`config.mk`:
```
export PLATFORM = sky130hd
export DESIGN_NAME = shift_normalizer16
export DESIGN_NICKNAME = d
export VERILOG_FILES = /design/src/rtl/shift_normalizer16.sv
export SDC_FILE = /design/constraint.sdc
export NUM_CORES = 1
export LEC_CHECK = 0
export BUFFER_PORTS_ARGS = -buffer_cell sky130_fd_sc_hd__buf_4
export CAP_MARGIN = 20
export CORE_MARGIN = 8
export CORE_UTILIZATION = 35
export DETAILED_ROUTE_END_ITERATION = 8
export PLACE_DENSITY = 0.66
export REMOVE_ABC_BUFFERS = 1
export SYNTH_ARGS = -nofsm -noshare
export SYNTH_HDL_FRONTEND = slang
export SYNTH_SLANG_ARGS = --single-unit
```
`constraint.sdc`:
```
create_clock -name clk -period 1.85 [get_ports clk]
set_input_delay 0 -clock clk [delete_from_list [all_inputs] [get_ports clk]]
set_output_delay 0 -clock clk [all_outputs]
set_load 0.01 [all_outputs]
```
`src/rtl/shift_normalizer16.sv`:
```
// shift_normalizer16: iterative leading-one normalizer for 16-bit words.
// It finds how far a word must be shifted left to put its leading 1 at bit 15,
// then returns that shift count (out_shamt) and the shifted word (out_data).
// Inputs and outputs both use valid/ready handshakes, and only one operation
// is in flight at a time.
//
// Handshake semantics: a transfer happens on the rising edge where both valid
// and ready are high. A producer that raises valid holds it, along with its
// data, until the transfer. Ready may depend on state but never on valid.
//
// Optional feature: define NORM_NIBBLE_STEP_EN to let SHIFT skip a whole zero
// nibble per cycle. The results are the same; only the latency is shorter.
module shift_normalizer16 #(
    parameter int WIDTH   = 16,
    parameter int SHAMT_W = 4
) (
    input  logic               clk,
    input  logic               rst,
    input  logic               in_valid,
    output logic               in_ready,
    input  logic [WIDTH-1:0]   in_data,
    output logic               out_valid,
    input  logic               out_ready,
    output logic [WIDTH-1:0]   out_data,
    output logic [SHAMT_W-1:0] out_shamt,
    output logic               out_zero
);

    typedef enum logic [1:0] {
        S_IDLE  = 2'd0,
        S_SHIFT = 2'd1,
        S_DONE  = 2'd2
    } state_t;

    state_t             state_q, state_d;
    logic [WIDTH-1:0]   work_q, work_d;
    logic [SHAMT_W-1:0] cnt_q, cnt_d;
    logic [WIDTH-1:0]   out_data_q, out_data_d;
    logic [SHAMT_W-1:0] out_shamt_q, out_shamt_d;
    logic               out_zero_q, out_zero_d;
    logic               accept;

    assign accept = in_valid && in_ready;

    // State register; reset aborts whatever operation is in flight.
    always_ff @(posedge clk) begin
        if (rst) begin
            state_q <= S_IDLE;
        end else begin
            state_q <= state_d;
        end
    end

    // Next-state logic: a zero word skips SHIFT entirely, because it has no leading 1.
    always_comb begin
        state_d = state_q;
        case (state_q)
            S_IDLE: begin
                if (accept) begin
                    state_d = (in_data == '0) ? S_DONE : S_SHIFT;
                end
            end
            S_SHIFT: begin
                if (work_q[WIDTH-1]) begin
                    state_d = S_DONE;
                end
            end
            S_DONE: begin
                if (out_ready) begin
                    state_d = S_IDLE;
                end
            end
            default: state_d = S_IDLE;
        endcase
    end

    // Output decode, taken from the registered state only.
    always_comb begin
        in_ready  = (state_q == S_IDLE) && !rst;
        out_valid = (state_q == S_DONE);
    end

    // Datapath next values. Result registers change only when DONE is entered,
    // so they stay stable while the consumer stalls.
    always_comb begin
        work_d      = work_q;
        cnt_d       = cnt_q;
        out_data_d  = out_data_q;
        out_shamt_d = out_shamt_q;
        out_zero_d  = out_zero_q;
        case (state_q)
            S_IDLE: begin
                if (accept) begin
                    work_d = in_data;
                    cnt_d  = '0;
                    if (in_data == '0) begin
                        out_data_d  = '0;
                        out_shamt_d = '0;
                        out_zero_d  = 1'b1;
                    end
                end
            end
            S_SHIFT: begin
                if (work_q[WIDTH-1]) begin
                    out_data_d  = work_q;
                    out_shamt_d = cnt_q;
                    out_zero_d  = 1'b0;
                end else begin
`ifdef NORM_NIBBLE_STEP_EN
                    // The word is nonzero, so cnt + 4 can never pass 15.
                    if (work_q[WIDTH-1:WIDTH-4] == 4'b0000) begin
                        work_d = {work_q[WIDTH-5:0], 4'b0000};
                        cnt_d  = cnt_q + SHAMT_W'(4);
                    end else begin
                        work_d = {work_q[WIDTH-2:0], 1'b0};
                        cnt_d  = cnt_q + SHAMT_W'(1);
                    end
`else
                    // The word is nonzero, so at most 15 single steps occur.
                    work_d = {work_q[WIDTH-2:0], 1'b0};
                    cnt_d  = cnt_q + SHAMT_W'(1);
`endif
                end
            end
            default: begin
            end
        endcase
    end

    // Datapath registers.
    always_ff @(posedge clk) begin
        if (rst) begin
            work_q      <= '0;
            cnt_q       <= '0;
            out_data_q  <= '0;
            out_shamt_q <= '0;
            out_zero_q  <= 1'b0;
        end else begin
            work_q      <= work_d;
            cnt_q       <= cnt_d;
            out_data_q  <= out_data_d;
            out_shamt_q <= out_shamt_d;
            out_zero_q  <= out_zero_d;
        end
    end

    assign out_data  = out_data_q;
    assign out_shamt = out_shamt_q;
    assign out_zero  = out_zero_q;

endmodule

```
==> key figures, run 1 <==
Status
  • Outcome: finished clean

Die
  • Horizontal extent of the die: 86.4 um
  • Y dimension of the die: 86.4 um
  • Count of boundary I/O pins: 43
  • Row Count: 25
  • Area of the placeable core: 0.00475 sq mm
  • Initial cell density of the core: 36.5%
  • Die area: 0.00746 sq mm

Power
  • Relative contribution of sequential cells to total power: 47.3%
  • Switching Share: 23.5%
  • Logic gate share of total power: 11.1%
  • Power Internal: 1.59 mW
  • Portion of total power attributed to the clock network: 41.6%
  • Power dissipated by switching net loads: 489 uW
  • Total power draw: 2.08 mW
  • LEAKAGE: 0.856 nW
  • PwrDens: 907 mW/mm^2
  • Maximum vdd drop: 0.000789 V

Critical path
  • Data required time of the worst path: 2.02 ns
  • Kind of start point of the critical path: register
  • Largest driver fanout on the critical path: 12
  • Classification of the worst setup path: reg2reg
  • Critical path endpoint category: register
  • Crit path DAT: 1.82 ns

STA
  • Number of failing setup endpoints in the final timing report: 0
  • Worst slew slack as a fraction of its limit: 58.5%
  • Final count of hold timing violations: 0
  • Unrepaired setup endpoints after global routing: false
  • Final setup skew: 0.00621 ns
  • Tmin final: 1.65 ns
  • Period Utilization, post-route: 89.3%
  • Total count of max-transition violations in the final report: 0
  • Hold Slack: 0.00447 ns
  • Max Freq: 605 MHz
  • Measured slew at the worst slew-check pin: 0.623 ns

Finish
  • Fin area: 0.00229 sq mm
  • Fraction of final layout cells sized beyond drive strength 1: 25.5%
  • Antenna fix cells: 0
  • Utilization of the core after routing: 48.2%
  • Leading cell type in the layout, fill and taps excluded: sky130_fd_sc_hd__buf_4
  • Syn-to-layout area delta: 32.2%
  • Number of nets in the layout: 271
  • Most frequent cells in the layout: 50 x sky130_fd_sc_hd__buf_4, 43 x sky130_fd_sc_hd__dfxtp_1, 37 x sky130_fd_sc_hd__nand2_1

Drt
  • Wire length per cell after detailed routing: 14.4 um
  • Vias/cell: 5.16
  • DR DRC count: 0
  • Routed via count: 1,641
  • Number of iterations in the first detailed-routing pass: 4
  • Post-detailed-route count of antenna-violating nets: 0
  • Number of design-rule violations left by the first detailed-router iteration: 152
  • DRT Wirelength: 4.59 mm

Flow run
  • # Max-Cap Violations: 0

Place
  • Number of I/O port buffers: 42
  • DPL Wire Length: 3.19 mm
  • Weighted congestion at the end of routability-driven global placement: 0.816
  • Dpl cell area: 0.00212 sq mm

Global routing
  • Number of global-route vias before repair: 1,593
  • Grt total ovfl: 0
  • Total GRT Usage: 12.4%
  • Maximum number of pins on one net before global-route repair: 39
  • Antenna violations before repair: 0
  • Global-route wire length before repair: 7.52 mm

Synthesis
  • Yosys warning total: 0
  • Gate Count Post-Synth: 207
  • Count of cell types in the netlist: 31
  • Netlist Area Pre-Place: 0.00173 sq mm
  • Mean instance size in the synthesized netlist: 8.38 sq um
  • Number of synthesized register bits: 43
  • Sequential cell area fraction in the yosys report: 49.6%

CTS
  • Deepest clock path buffer count: 2
  • CTS tree: done
  • H-tree level count: 2
  • Clk_lat worst skew: 0.29 ns
  • Clock buffer count from CTS: 5
  • CTS Root Buffer Type: sky130_fd_sc_hd__clkbuf_8
  • Clk sink count: 43
  • Clock input transition at the sequential cells of the worst setup and hold paths: 0.09 ns

Hold path
  • Hold WC Path Type: in2reg
[critical path: stages (launching register included)]
cell                      delay (ns)
sky130_fd_sc_hd__dfxtp_1        0.39
sky130_fd_sc_hd__or3b_1         0.39
sky130_fd_sc_hd__a21o_1         0.30
sky130_fd_sc_hd__buf_4          0.22
sky130_fd_sc_hd__o21ai_0        0.15
sky130_fd_sc_hd__a21oi_1        0.08
[cells by family after synthesis]
family / Yosys count / share of synthesized area, %
AO/OA/AOI/OAI: 75 / 24.9
AND/OR/NAND/NOR: 66 / 17.7
flip-flops: 43 / 49.6
buffers and inverters: 19 / 5.48
XOR/XNOR: 2 / 1.01
multiplexers: 1 / 0.577
adder cells (fa/ha/maj): 1 / 0.721
[power by group through the flow]
stage	clock network [mW]	registers [mW]	logic, mW
6_report	0.865	0.984	0.230
5_1_grt	0.916	0.989	0.256
4_1_cts	0.880	0.983	0.229
3_5_place_dp	0	1.00	0.223
3_3_place_gp	0	1.00	0.222
2_1_floorplan	0	0.998	0.105
[area by class of cell]
type	instances	area [sq um]
Tap cell	67	83.8
Inverter	2	7.51
Fill cell	480	2460
Clock buffer	5	68.8
Sequential cell	43	861
Clock inverter	3	67.6
Timing Repair Buffer	53	405
Multi-Input combinational cell	145	798
[sequential cells by signal, summed over array words and instances, names as in the netlist]
register   flops
work_q        16
cnt_q          4
out_shamt      4
state_q        2
out_data      16
out_zero       1
[synthesized netlist by cell type, drive strengths merged]
| master | count | area share, % |
|---|---|---|
| ha | 1 | 0.72 |
| clkbuf | 7 | 1.5 |
| nand2 | 37 | 8.0 |
| nand2b | 1 | 0.36 |
| xor2 | 2 | 1.0 |
| and2b | 1 | 0.43 |
| a21oi | 36 | 10 |
| buf | 10 | 3.5 |
| nor2b | 1 | 0.36 |
| nor4 | 4 | 1.4 |
| a211oi | 2 | 1.2 |
| nor3 | 5 | 1.4 |
| a2bb2oi | 1 | 0.51 |
| nor4b | 1 | 0.51 |
| a41oi | 1 | 0.51 |
| inv | 2 | 0.43 |
| nor3b | 3 | 1.3 |
| nor2 | 8 | 1.7 |
| mux2i | 1 | 0.58 |
| nand4 | 2 | 0.72 |
| or3b | 1 | 0.51 |
| a22oi | 14 | 6.1 |
| a31oi | 1 | 0.36 |
| a21o | 1 | 0.43 |
| dfxtp | 43 | 50 |
| or2 | 1 | 0.51 |
| o21ai | 19 | 5.5 |
| and2 | 1 | 0.36 |
[worst paths after layout]
path / to / slack (ns) / start / cells after the start
worst min-delay path: work_q[5]$_SDFFE_PP0P_ / 0.004 / in_data[5] / 3
worst max-delay path: out_shamt[0]$_SDFFE_PP0P_ / 0.20 / state_q[0]$_SDFFE_PP0P_ / 5
worst max register to register: out_shamt[0]$_SDFFE_PP0P_ / 0.20 / state_q[0]$_SDFFE_PP0P_ / 5
worst min register to register: out_shamt[3]$_SDFFE_PP0P_ / 0.47 / cnt_q[3]$_SDFFE_PP0P_ / 2
[routing by layer]
layer  routed length (um)  up-vias  global-route usage, %
met5                    0        -                      0
met4                   51        0                   4.23
met3                  338        7                   4.25
met2                 2160       54                   19.8
met1                 2040      767                   15.2
li1                     -      813                      -
[stage by stage]
| stage | instances | TNS (ns) | worst slack (ns) |
|---|---|---|---|
| 4_1_cts | 318 | 0 | 0.0835 |
| 5_1_grt | 318 | 0 | 0.0481 |
| 3_5_place_dp | 307 | 0 | 0.123 |
| 3_3_place_gp | 307 | 0 | 0.189 |
| 6_report | 318 | 0 | 0.197 |
| 2_1_floorplan | 190 | -21.42 | -1.29 |
[repair_timing]
action / 4_1_cts / 5_1_grt
hold buffers: 3 / 0
resized for setup: 0 / 2
buffers inserted: 0 / 0
endpoints found under the hold margin: 6 / 0
setup endpoints to repair: 0 / 19
Note: power is estimated with default switching activity, not from simulation.
==> run 2, diff against run 1 <==
CORE_ASPECT_RATIO = 0.5   (was not set)
==> run 2 against run 1 <==
Compared with the run above: first-iteration DRC count decreased by 49%; final area fell by 0.76%; routed wire length decreased by 1.1%; maximum frequency hardly changed; register-to-register slack about the same; utilization is 1.2 points lower; sequential power barely moved; clock skew shrank 0.0040 ns; flip-flop and latch count is the same; hold slack improved by 0.0035 ns.
==> key figures, run 2 (same netlist as run 1, synthesis figures left out) <==
Status
  • Outcome: finished clean (unchanged)

Place
  • Dpl cell area: 0.00213 sq mm (was 0.00212 sq mm)
  • DPL Wire Length: 3.14 mm (was 3.19 mm)
  • Number of I/O port buffers: 42 (unchanged)
  • Weighted congestion at the end of routability-driven global placement: 0.817 (was 0.816)

Critical path
  • Longest individual stage delay on the worst path: 0.40 ns (was 0.39 ns)
  • Largest driver fanout on the critical path: 12 (unchanged)
  • Data required time of the worst path: 2.02 ns (about the same)
  • Family with the most delay on the worst path: compound AO/OA/AOI/OAI gates (unchanged)
  • Crit path DAT: 1.82 ns (about the same)
  • Critical path endpoint category: register (unchanged)
  • Critical Path, Cell by Cell: or3b_1 > a21o_1 > buf_4 > o21ai_0 > a21oi_1 (unchanged)
  • Kind of start point of the critical path: register (unchanged)
  • Slowest stage cell, crit path: sky130_fd_sc_hd__or3b_1 (was sky130_fd_sc_hd__dfxtp_1)
  • Classification of the worst setup path: reg2reg (unchanged)
  • Critical path buffer and inverter count: 1 (unchanged)

Power
  • Maximum vdd drop: 0.000282 V (was 0.000789 V)
  • Power Internal: 1.39 mW (was 1.59 mW)
  • LEAKAGE: 0.851 nW (was 0.856 nW)
  • Portion of total power attributed to the clock network: 35.2% (was 41.6%)
  • Switching Share: 25.7% (was 23.5%)
  • Power dissipated by switching net loads: 482 uW (was 489 uW)
  • Logic gate share of total power: 12.3% (was 11.1%)
  • PwrDens: 824 mW/mm^2 (was 907 mW/mm^2)
  • Relative contribution of sequential cells to total power: 52.5% (was 47.3%)

STA
  • Final setup skew: 0.00222 ns (was 0.00621 ns)
  • Total count of max-transition violations in the final report: 0 (unchanged)
  • Tmin final: 1.65 ns (about the same)
  • Number of failing setup endpoints in the final timing report: 0 (unchanged)
  • Final count of hold timing violations: 0 (unchanged)
  • Worst slew slack as a fraction of its limit: 59.8% (was 58.5%)
  • Measured slew at the worst slew-check pin: 0.602 ns (was 0.623 ns)
  • Final total negative setup slack: 0 ns (unchanged)
  • Period Utilization, post-route: 89.3% (about the same)
  • Max Freq: 605 MHz (about the same)
  • Unrepaired setup endpoints after global routing: false (unchanged)

Finish
  • Syn-to-layout area delta: 31.2% (was 32.2%)
  • Antenna fix cells: 0 (unchanged)
  • Fraction of final layout cells sized beyond drive strength 1: 25.3% (was 25.5%)
  • Number of nets in the layout: 273 (was 271)
  • Leading cell type in the layout, fill and taps excluded: sky130_fd_sc_hd__buf_4 (unchanged)
  • Fin area: 0.00227 sq mm (was 0.00229 sq mm)
  • Most frequent cells in the layout: 51 x sky130_fd_sc_hd__buf_4, 43 x sky130_fd_sc_hd__dfxtp_1, 37 x sky130_fd_sc_hd__nand2_1 (was 50 x sky130_fd_sc_hd__buf_4, 43 x sky130_fd_sc_hd__dfxtp_1, 37 x sky130_fd_sc_hd__nand2_1)

CTS
  • Clk sink count: 43 (unchanged)
  • Clock input transition at the sequential cells of the worst setup and hold paths: 0.08 ns (was 0.09 ns)
  • H-tree level count: 2 (unchanged)
  • Deepest clock path buffer count: 2 (unchanged)
  • CTS Root Buffer Type: sky130_fd_sc_hd__clkbuf_8 (unchanged)
  • Clk_lat worst skew: 0.29 ns (about the same)
  • CTS tree: done (unchanged)
  • Clock buffer count from CTS: 5 (unchanged)

Global routing
  • Grt total ovfl: 0 (unchanged)
  • Global-route wire length before repair: 7.31 mm (was 7.52 mm)
  • Number of global-route vias before repair: 1,421 (was 1,593)
  • Antenna violations before repair: 0 (unchanged)
  • Total GRT Usage: 12.0% (was 12.4%)
  • Maximum number of pins on one net before global-route repair: 41 (was 39)

Die
  • Row Count: 18 (was 25)
  • Count of boundary I/O pins: 43 (unchanged)
  • Horizontal extent of the die: 116 um (was 86.4 um)
  • Initial cell density of the core: 35.8% (was 36.5%)
  • Y dimension of the die: 65.8 um (was 86.4 um)
  • Area of the placeable core: 0.00484 sq mm (was 0.00475 sq mm)
  • Die area: 0.00760 sq mm (was 0.00746 sq mm)

Flow run
  • # Max-Cap Violations: 0 (unchanged)

Drt
  • Number of design-rule violations left by the first detailed-router iteration: 77 (was 152)
  • Wire length per cell after detailed routing: 14.1 um (was 14.4 um)
  • Routed via count: 1,604 (was 1,641)
  • Number of iterations in the first detailed-routing pass: 5 (was 4)
  • Vias/cell: 4.97 (was 5.16)
  • Post-detailed-route count of antenna-violating nets: 0 (unchanged)
  • DR DRC count: 0 (unchanged)
  • DRT Wirelength: 4.54 mm (was 4.59 mm)

Hold path
  • Hold WC Path Type: in2reg (unchanged)
run 2: cell count changes in the layout (fill, tap and decap cells not counted):
cell / change
sky130_fd_sc_hd__clkbuf_8: +2
sky130_fd_sc_hd__bufinv_16: -2
sky130_fd_sc_hd__nor4_2: -1
sky130_fd_sc_hd__buf_4: +1
sky130_fd_sc_hd__dlygate4sd3_1: +1
sky130_fd_sc_hd__nor4_1: +1
run 2: layout make-up:
class                   count  area, sq um
clock buffers               7         96.3
clock inverters             1         7.51
fillers                   472         2570
inverters                   2         7.51
multi-input cells         145          792
flip-flops and latches     43          861
well taps                  70         87.6
repair buffers             55          423
run 2: metrics by stage:
| stage | hold WS (ns) | instances | util [%] | setup WS (ns) | power [mW] |
|---|---|---|---|---|---|
| floorplan | 0.0540 | 190 | - | -1.29 | 1.10 |
| global placement | 0.238 | 311 | 44.0 | 0.228 | 1.22 |
| global route | 0.00774 | 323 | 47.0 | 0.0570 | 1.96 |
| detailed placement | 0.243 | 311 | 44.0 | 0.182 | 1.23 |
| CTS | 0.000308 | 323 | 46.9 | 0.119 | 1.89 |
| finish | 0.00800 | 323 | 47.0 | 0.198 | 1.87 |
run 2: power by group through the flow:
stage	registers (mW)	clock network (mW)	logic, mW
after floorplan	0.998	0	0.105
after global placement	1.00	0	0.217
after detailed placement	1.01	0	0.220
after CTS	0.984	0.673	0.229
after global routing	0.989	0.724	0.252
final	0.984	0.661	0.230
run 2: final timing paths:
check / start / end / slack, ns / cells past startpoint
setup / recovery: state_q[0]$_SDFFE_PP0P_ / out_data[10]$_SDFFE_PP0P_ / 0.20 / 5
hold reg to reg: out_data[15]$_SDFFE_PP0P_ / out_data[15]$_SDFFE_PP0P_ / 0.47 / 2
hold / removal: in_data[4] / work_q[4]$_SDFFE_PP0P_ / 0.008 / 3
setup reg to reg: state_q[0]$_SDFFE_PP0P_ / out_data[10]$_SDFFE_PP0P_ / 0.20 / 5
run 2: worst register-to-register path: stages, from the launching register on:
cell	delay, ns
sky130_fd_sc_hd__dfxtp_1	0.39
sky130_fd_sc_hd__or3b_1	0.40
sky130_fd_sc_hd__a21o_1	0.28
sky130_fd_sc_hd__buf_4	0.22
sky130_fd_sc_hd__o21ai_0	0.16
sky130_fd_sc_hd__a21oi_1	0.09
run 2: metal layers:
metal | wire length (um) | share of wire, % | track usage [%] | vias to the layer above
met5 | 0 | 0 | 0 | -
met1 | 2030 | 45 | 15.6 | 745
met3 | 155 | 3.4 | 2.19 | 5
met4 | 48 | 1.1 | 4.38 | 0
met2 | 2300 | 51 | 19.7 | 37
li1 | - | - | - | 817
run 2: what timing repair did:
action / 4_1_cts / 5_1_grt
hold buffers: 4 / 0
resized for setup: 0 / 1
hold endpoints to repair: 7 / 0
setup endpoints to repair: 0 / 4
setup buffers: 0 / 0
==> run 3, diff against run 2 <==
ABC_AREA = 1   (was not set)
CORE_UTILIZATION = 40   (was 35)
PLACE_DENSITY = 0.72   (was 0.66)
==> run 3 against run 2 <==
Compared with the run above: total power up 6.5%; combinational power up 73%; highest routed layer unchanged; non-clock buffer count up 8; maximum frequency up 1.4%; largest power group unchanged; routed wire length up 8.5%; critical endpoint is now out_shamt[0]$_SDFFE_PP0P_; hold slack better by 0.014 ns.
==> key figures, run 3 <==
Drt
  • Routed via count: 1,949 (was 1,604)
  • Post-detailed-route count of antenna-violating nets: 0 (unchanged)
  • Number of design-rule violations left by the first detailed-router iteration: 106 (was 77)
  • Wire length per cell after detailed routing: 12.5 um (was 14.1 um)
  • Vias/cell: 4.96 (was 4.97)
  • DR DRC count: 0 (unchanged)
  • Number of iterations in the first detailed-routing pass: 4 (was 5)
  • DRT Wirelength: 4.93 mm (was 4.54 mm)

Synthesis
  • Cell type contributing the most total cell area after synthesis: sky130_fd_sc_hd__dfxtp_1 (unchanged)
  • Leading register cell type out of synthesis: sky130_fd_sc_hd__dfxtp_1 (unchanged)
  • Most repeated cell in the gate-level netlist after synthesis: sky130_fd_sc_hd__nand2_1 (was sky130_fd_sc_hd__dfxtp_1)
  • Commonest cells post-synth: 81 x sky130_fd_sc_hd__nand2_1, 43 x sky130_fd_sc_hd__dfxtp_1, 30 x sky130_fd_sc_hd__nand3_1, 30 x sky130_fd_sc_hd__nor2_1, 25 x sky130_fd_sc_hd__a21oi_1 (was 43 x sky130_fd_sc_hd__dfxtp_1, 37 x sky130_fd_sc_hd__nand2_1, 36 x sky130_fd_sc_hd__a21oi_1)
  • Yosys warning total: 0 (unchanged)
  • Number of synthesized flops with an enable pin: 0 (unchanged)
  • Sequential cell area fraction in the yosys report: 44.9% (was 49.6%)
  • Share of Yosys cell area claimed by the top area cell type: 44.9% (was 49.6%)
  • Gate Count Post-Synth: 272 (was 207)
  • Mean instance size in the synthesized netlist: 7.05 sq um (was 8.38 sq um)
  • Number of synthesized register bits: 43 (unchanged)
  • Async S/R FF share, synth: 0% (unchanged)
  • Netlist Area Pre-Place: 0.00192 sq mm (was 0.00173 sq mm)
  • Count of cell types in the netlist: 24 (was 31)
  • Leading cell types by total area after synthesis: sky130_fd_sc_hd__dfxtp_1 45%, sky130_fd_sc_hd__nand2_1 16%, sky130_fd_sc_hd__nand3_1 7.8% (was sky130_fd_sc_hd__dfxtp_1 50%, sky130_fd_sc_hd__a21oi_1 10%, sky130_fd_sc_hd__nand2_1 8.0%)

STA
  • Tmin final: 1.63 ns (was 1.65 ns)
  • Final count of hold timing violations: 0 (unchanged)
  • Max Freq: 613 MHz (was 605 MHz)
  • Measured slew at the worst slew-check pin: 0.374 ns (was 0.602 ns)
  • Final setup skew: 0.00223 ns (was 0.00222 ns)
  • Period Utilization, post-route: 88.1% (was 89.3%)
  • Total count of max-transition violations in the final report: 0 (unchanged)
  • Worst slew slack as a fraction of its limit: 75.1% (was 59.8%)
  • Final total negative setup slack: 0 ns (unchanged)
  • Number of failing setup endpoints in the final timing report: 0 (unchanged)
  • Unrepaired setup endpoints after global routing: false (unchanged)

Die
  • Horizontal extent of the die: 114 um (was 116 um)
  • Area of the placeable core: 0.00451 sq mm (was 0.00484 sq mm)
  • Count of boundary I/O pins: 43 (unchanged)
  • Initial cell density of the core: 42.5% (was 35.8%)
  • Y dimension of the die: 65.0 um (was 65.8 um)
  • Die area: 0.00740 sq mm (was 0.00760 sq mm)
  • Row Count: 17 (was 18)

Power
  • Total power draw: 2.00 mW (was 1.87 mW)
  • LEAKAGE: 1.05 nW (was 0.851 nW)
  • Maximum vdd drop: 0.000424 V (was 0.000282 V)
  • PwrDens: 788 mW/mm^2 (was 824 mW/mm^2)

Global routing
  • Maximum number of pins on one net before global-route repair: 32 (was 41)
  • Antenna violations before repair: 0 (unchanged)
  • Grt total ovfl: 0 (unchanged)
  • Global-route wire length before repair: 8.48 mm (was 7.31 mm)
  • Total GRT Usage: 13.8% (was 12.0%)
  • Number of global-route vias before repair: 1,842 (was 1,421)

Finish
  • Utilization of the core after routing: 56.2% (was 47.0%)
  • Non-filler cells, final: 393 (was 323)
  • Fraction of final layout cells sized beyond drive strength 1: 20.2% (was 25.3%)
  • Leading cell type in the layout, fill and taps excluded: sky130_fd_sc_hd__nand2_1 (was sky130_fd_sc_hd__buf_4)
  • Number of nets in the layout: 347 (was 273)
  • Syn-to-layout area delta: 32.2% (was 31.2%)
  • Antenna fix cells: 0 (unchanged)
  • Most frequent cells in the layout: 81 x sky130_fd_sc_hd__nand2_1, 46 x sky130_fd_sc_hd__buf_4, 43 x sky130_fd_sc_hd__dfxtp_1 (was 51 x sky130_fd_sc_hd__buf_4, 43 x sky130_fd_sc_hd__dfxtp_1, 37 x sky130_fd_sc_hd__nand2_1)

CTS
  • Clock input transition at the sequential cells of the worst setup and hold paths: 0.08 ns (about the same)
  • CTS Root Buffer Type: sky130_fd_sc_hd__clkbuf_8 (unchanged)
  • H-tree level count: 2 (unchanged)
  • Clk sink count: 43 (unchanged)
  • Post-CTS resize count: 0 (unchanged)
  • Clk_lat worst skew: 0.29 ns (about the same)
  • Deepest clock path buffer count: 2 (unchanged)
  • Clock buffer count from CTS: 5 (unchanged)
  • CTS tree: done (unchanged)

Place
  • Weighted congestion at the end of routability-driven global placement: 0.804 (was 0.817)
  • DPL Wire Length: 3.35 mm (was 3.14 mm)
  • Number of I/O port buffers: 42 (unchanged)
  • Placed cells: 370 (was 311)

Critical path
  • Crit path DAT: 1.85 ns (was 1.82 ns)
  • Kind of start point of the critical path: register (unchanged)
  • Data required time of the worst path: 2.07 ns (was 2.02 ns)
  • Classification of the worst setup path: reg2reg (unchanged)
  • Critical path endpoint category: register (unchanged)
  • Largest driver fanout on the critical path: 31 (was 12)

Status
  • Outcome: finished clean (unchanged)

Hold path
  • Hold WC Path Type: in2reg (unchanged)

Flow run
  • # Max-Cap Violations: 0 (unchanged)
-- run 3: final timing paths --
check | start | end | slack, ns | cells past startpoint
worst max-delay path | state_q[0]$_SDFFE_PP0P_ | out_shamt[0]$_SDFFE_PP0P_ | 0.22 | 7
worst min-delay path | rst | state_q[1]$_SDFFE_PP0P_ | 0.02 | 2
worst max register to register | state_q[0]$_SDFFE_PP0P_ | out_shamt[0]$_SDFFE_PP0P_ | 0.22 | 7
worst min register to register | out_data[15]$_SDFFE_PP0P_ | out_data[15]$_SDFFE_PP0P_ | 0.46 | 2
-- run 3: where the power goes --
part / switching [mW] / internal, mW / leakage, nW / total, mW
logic: 0.230 / 0.168 / 0.657 / 0.399
clock network: 0.319 / 0.259 / 0.0477 / 0.577
registers: 0.0400 / 0.981 / 0.350 / 1.02
-- run 3: final cells by class --
class	instances	area, sq um
Fill cell	452	1980
Inverter	11	41.3
Clock inverter	3	15.0
Tap cell	66	82.6
Timing Repair Buffer	63	536
Multi-Input combinational cell	202	930
Sequential cell	43	861
Clock buffer	5	68.8
-- run 3: per-stage QoR --
stage	hold slack, ns	setup WS (ns)	cell area [sq um]
after detailed placement	0.270	0.253	2300
final	0.0222	0.220	2530
after CTS	0.0130	0.232	2530
after global routing	0.0194	0.0317	2530
after global placement	0.273	0.372	2300
after floorplan	0.0381	-0.264	1830
-- run 3: layer usage --
layer	vias to the layer above	global-route usage, %	routed length, um
met5	-	0	0
met4	0	4.60	72
met3	8	3.60	266
met2	50	23.0	2430
met1	889	17.0	2160
li1	1002	-	-
-- run 3: repair_timing --
action                                 CTS  global route
endpoints found under the hold margin   15             0
buffers inserted                         0             0
hold buffers                            15             0
-- run 3: logic make-up after synthesis --
logic type      share of synthesized area (%)
simple gates                             32.4
xor+xnor                                0.457
compound gates                           14.8
buf+inv                                  6.72
fa+ha+maj                               0.653
flops                                    44.9
-- run 3: critical path, cell delays in order, from the launching register on --
cell                      delay (ns)
sky130_fd_sc_hd__dfxtp_1        0.38
sky130_fd_sc_hd__inv_2          0.07
sky130_fd_sc_hd__nor2_4         0.10
sky130_fd_sc_hd__buf_4          0.30
sky130_fd_sc_hd__inv_2          0.15
sky130_fd_sc_hd__nor2_1         0.30
sky130_fd_sc_hd__nand2_1        0.09
sky130_fd_sc_hd__a21oi_1        0.16
